--- src/rtl/branch_redirect_fetch_unit.sv ---
// Fetch PC register with an 8-entry direct-mapped BTB.
// Redirects on predicted-taken BTB hits and on misprediction flushes.
module branch_redirect_fetch_unit #(
    parameter int          ENTRIES  = 8,
    parameter int          INDEX_W  = 3,
    parameter logic [31:0] RESET_PC = 32'h0000_0000
) (
    input  logic        CLK,
    input  logic        reset,
    input  logic        stall,
    input  logic        ID_stage_branch,
    input  logic        signal_to_take_branch,
    input  logic [31:0] ID_pc,
    input  logic        ALU_stage_branch,
    input  logic        ALU_stage_branch_result,
    input  logic [31:0] ALU_pc,
    input  logic [31:0] ALU_branch_target,
    input  logic        flush,
    output logic [31:0] PC,
    output logic [31:0] PC_plus_4,
    output logic        btb_hit,
    output logic        if_id_squash
);

    localparam int TAG_W = 32 - INDEX_W - 2;

    logic [31:0]        pc_q, pc_d;
    logic [ENTRIES-1:0] valid_q, valid_d;
    logic [TAG_W-1:0]   tag_q    [ENTRIES];
    logic [TAG_W-1:0]   tag_d    [ENTRIES];
    logic [31:0]        target_q [ENTRIES];
    logic [31:0]        target_d [ENTRIES];

    logic [INDEX_W-1:0] id_idx;
    logic [TAG_W-1:0]   id_tag;
    logic [INDEX_W-1:0] alu_idx;
    logic [TAG_W-1:0]   alu_tag;
    logic               redirect;
    logic [31:0]        flush_pc;

    // Byte-offset bits of the ID PC play no part in the BTB lookup.
    logic unused_id_pc_lo;
    assign unused_id_pc_lo = ^ID_pc[1:0];

    assign id_idx  = ID_pc[INDEX_W+1:2];
    assign id_tag  = ID_pc[31:INDEX_W+2];
    assign alu_idx = ALU_pc[INDEX_W+1:2];
    assign alu_tag = ALU_pc[31:INDEX_W+2];

    assign PC        = pc_q;
    assign PC_plus_4 = pc_q + 32'd4;

    always_comb begin
        btb_hit      = ID_stage_branch && valid_q[id_idx] && (tag_q[id_idx] == id_tag);
        redirect     = ID_stage_branch && signal_to_take_branch && btb_hit;
        if_id_squash = flush || (redirect && !stall);
        flush_pc     = ALU_stage_branch_result ? ALU_branch_target : (ALU_pc + 32'd4);

        if (flush) begin
            pc_d = flush_pc;
        end else if (stall) begin
            pc_d = pc_q;
        end else if (redirect) begin
            pc_d = target_q[id_idx];
        end else begin
            pc_d = pc_q + 32'd4;
        end
    end

    // Only taken resolutions train the BTB; the lookup above sees pre-edge contents.
    always_comb begin
        valid_d = valid_q;
        for (int i = 0; i < ENTRIES; i++) begin
            tag_d[i]    = tag_q[i];
            target_d[i] = target_q[i];
        end
        if (ALU_stage_branch && ALU_stage_branch_result) begin
            valid_d[alu_idx]  = 1'b1;
            tag_d[alu_idx]    = alu_tag;
            target_d[alu_idx] = ALU_branch_target;
        end
    end

    always_ff @(posedge CLK) begin
        if (!reset) begin
            pc_q    <= RESET_PC;
            valid_q <= '0;
        end else begin
            pc_q    <= pc_d;
            valid_q <= valid_d;
        end
    end

    // Tag and target storage needs no reset; valid bits gate its use.
    always_ff @(posedge CLK) begin
        if (reset) begin
            for (int i = 0; i < ENTRIES; i++) begin
                tag_q[i]    <= tag_d[i];
                target_q[i] <= target_d[i];
            end
        end
    end

endmodule

--- config.mk ---
export PLATFORM = sky130hd
export DESIGN_NAME = branch_redirect_fetch_unit
export DESIGN_NICKNAME = d
export VERILOG_FILES = /design/src/rtl/branch_redirect_fetch_unit.sv
export SDC_FILE = /design/constraint.sdc
export NUM_CORES = 1
export LEC_CHECK = 0
export ABC_AREA = 1
export CAP_MARGIN = 10
export CORE_MARGIN = 2
export CORE_UTILIZATION = 59
export DETAILED_ROUTE_END_ITERATION = 7
export HOLD_SLACK_MARGIN = 0.1
export PLACE_DENSITY_LB_ADDON = 0.05
export SLEW_MARGIN = 10
export SYNTH_ARGS = -nofsm -noshare
export SYNTH_HDL_FRONTEND = slang
export SYNTH_SLANG_ARGS = --single-unit
--- constraint.sdc ---
create_clock -name CLK -period 5.2 [get_ports CLK]
set_input_delay 1.04 -clock CLK [delete_from_list [all_inputs] [get_ports CLK]]
set_output_delay 1.04 -clock CLK [all_outputs]
set_load 0.01 [all_outputs]
==> key figures <==
Yosys
  • Synth Cell Area: 23300 sq um
  • Ys flop type: edfxtp_1
  • Warnings from Yosys: 0
  • Register area share after synthesis: 0.642
  • Post-synth EDFFs: 472
  • Register bit total from synthesis: 512
  • Area contributors post-synth: edfxtp_1, nand2_1, nand3_1
  • Cells after Synth: 2374
  • Syn Area/Cell: 9.82 sq um
  • Async set-reset flop share out of synthesis: 0
  • Area leader, netlist: edfxtp_1
  • Area share of the largest cell type after synthesis: 0.608
  • Netlist cell types: 35
  • Post-Syn Nets: 2480

Detailed routing
  • Residual DRC: 0
  • TritonRoute pass-1 iters: 6
  • Via Count: 18000
  • Post-detailed-route count of antenna-violating nets: 0
  • Drt initial violations: 1638
  • DR vias/cell: 5.84
  • Drt wl/cell: 21.4 um
  • Post-Route WL: 65.9 mm

Critical path
  • Crit-path max FO: 6
  • Req. time, crit path: 4.16 ns
  • CP Launch Type: register
  • R2R depth: 12
  • CP Class: reg -> out
  • Setup crit end kind: output pin
  • Worst Path Arrival: 3.93 ns

Global routing
  • Total gr overflow: 0
  • Vias in the first global route: 17200
  • GRT Util Overall: 0.322
  • Initial antenna violation count: 4
  • Global-route wire length before repair: 99.3 mm
  • Largest net degree at the start of global routing: 118

Placed design
  • Dpl hpwl: 40.2 mm
  • Placer Congestion: 0.919
  • Port Buffer Count: 167
  • Cell area after placement: 25700 sq um

Timing
  • Worst slew margin: 0.277
  • Final min period: 4.97 ns
  • Final period utilization: 0.955
  • Setup Viol. Count Final: 0
  • Fin Clk Skew: 0.0224 ns
  • Final hold viol count: 0
  • Max-slew violations: 0
  • FMAX: 201 MHz
  • Setup repair after global routing missed its margin: no
  • Setup TNS Final: 0 ns
  • Worst-margin pin slew: 1.08 ns
  • Hold slack: 0.455 ns

Run status
  • Status: complete, no violations

Layout
  • Nets: 2627
  • Design area: 27400 sq um
  • Post-layout util: 0.705
  • Layout fillers: 2862
  • Area Overhead vs Synth: 17.4%
  • Share of post-route cells with drive strength above 1: 0.0593

Clocking
  • CTS sink count: 512
  • Hold-fix buffers, CTS: 0
  • Postcts setup bufs: 0
  • CTS Buf Count: 51
  • TritonCTS clock tree: yes
  • CTS Root Cell: clkbuf_16
  • H-tree levels: 2
  • Reg clk slew, reported paths: 0.06 ns
  • Post-CTS resize count: 0
  • Clk Latency, worst-skew pair: 0.61 ns
  • CTS Buffer Depth: 3

Hold path
  • Hold path depth: 2
  • Hold crit path type: reg -> reg

Pwr
  • Peak supply drop: 0.000288 V
  • Leakage: 10.5 nW
  • Overall power: 9.09 mW
  • PwrDens: 332 nW/um^2

Floorplanning
  • Starting Density: 0.600
  • Core area: 38800 sq um
  • Die X: 203 um
  • Row cnt: 72
  • I/O pins: 170
  • Full die area: 41100 sq um
  • Die Y-Extent: 203 um

Flow run
  • Number of max-cap violations: 0
path summary, 6_finish.rpt:
path,from,endpoint,slack (ns)
worst max-delay path,PC[2]$_SDFFE_PN0P_,PC_plus_4[29],0.23
worst min-delay path,valid_q[1]$_SDFFE_PN0P_,valid_q[1]$_SDFFE_PN0P_,0.46
worst max register to register,PC[2]$_SDFFE_PN0P_,PC[25]$_SDFFE_PN0P_,2.05
worst min register to register,valid_q[1]$_SDFFE_PN0P_,valid_q[1]$_SDFFE_PN0P_,0.46
flip-flops by register name (all words and copies together) (netlist names):
| register | count |
|---|---|
| target_q | 256 |
| PC | 32 |
| valid_q | 8 |
| tag_q | 216 |
cell usage in the layout, fill, tap and decap left out, types with 5 or more instances in the layout:
cell type and count:
o22ai_1 37, a21oi_1 66, dfxtp_1 40, or2_2 5
clkbuf_8 5, o21ai_0 209, nand4_1 13, nor2_1 232
nand2_1 526, edfxtp_1 472, nand3_1 230, nand3b_1 13
nor4_1 8, nor2_4 9, clkinv_2 12, clkbuf_1 18
o21ai_1 6, o221ai_1 32, xor2_1 30, clkbuf_16 51
inv_1 273, nor3_1 24, clkdlybuf4s50_1 164, buf_12 14
buf_4 40
logic make-up after synthesis:
| group | share of synthesized area |
|---|---|
| AOI/OAI and AO/OA | 0.0862 |
| xor gates and xnor gates | 0.0120 |
| adders and majority gates | 0.00107 |
| buffers and inverters | 0.0671 |
| DFF | 0.642 |
| and+or+nand+nor | 0.191 |
layout make-up:
cell class,count,area (sq um),area share
antenna,2,5.00,0.000183
clock buffer,74,1410,0.0516
clock inverter,22,221,0.00809
inverter,276,1040,0.0381
multi-input combinational,1460,6830,0.250
sequential,512,15000,0.547
tap,518,648,0.0237
timing repair buffer,220,2240,0.0818
per-layer routing:
metal | global-route usage | up-vias | routed length, um
met5 | 0 | - | 27
met4 | 0.110 | 4 | 1870
met3 | 0.0541 | 143 | 6150
met2 | 0.538 | 937 | 31700
li1 | - | 8363 | -
met1 | 0.431 | 8557 | 26100
critical path, cell delays in order, from the launching register on:
cell and delay [ns]:
dfxtp_1 0.42, inv_1 0.08, nor2_1 0.36, nand3_1 0.23, nor3_1 0.40, nand4_1 0.29, nor2_1 0.48, nand3_1 0.19
xor2_1 0.30, inv_1 0.07, clkdlybuf4s50_1 0.48
metrics by stage:
stage                     instances  setup slack [ns]
after global placement         2986             0.477
after CTS                      3082             0.277
after floorplan                2374             0.645
after global routing           3083            0.0177
after detailed placement       2986             0.457
final                          3084             0.232
power by group:
group	total, mW	switching, mW	leakage (nW)	internal, mW
clock	3.63	1.54	0.808	2.09
combinational	0.863	0.547	5.15	0.316
sequential	4.61	0.0457	4.58	4.56
total	9.09	2.13	10.5	6.97
cells in the mapped netlist (30+ instances only):
cell      number
a21oi_1       66
dfxtp_1       40
nand3_1      230
o22ai_1       37
inv_1        273
clkbuf_1      87
o221ai_1      32
o21ai_0      209
nor2_1       241
xor2_1        30
edfxtp_1     472
nand2_1      526
Power figures use the tool's default switching activity.
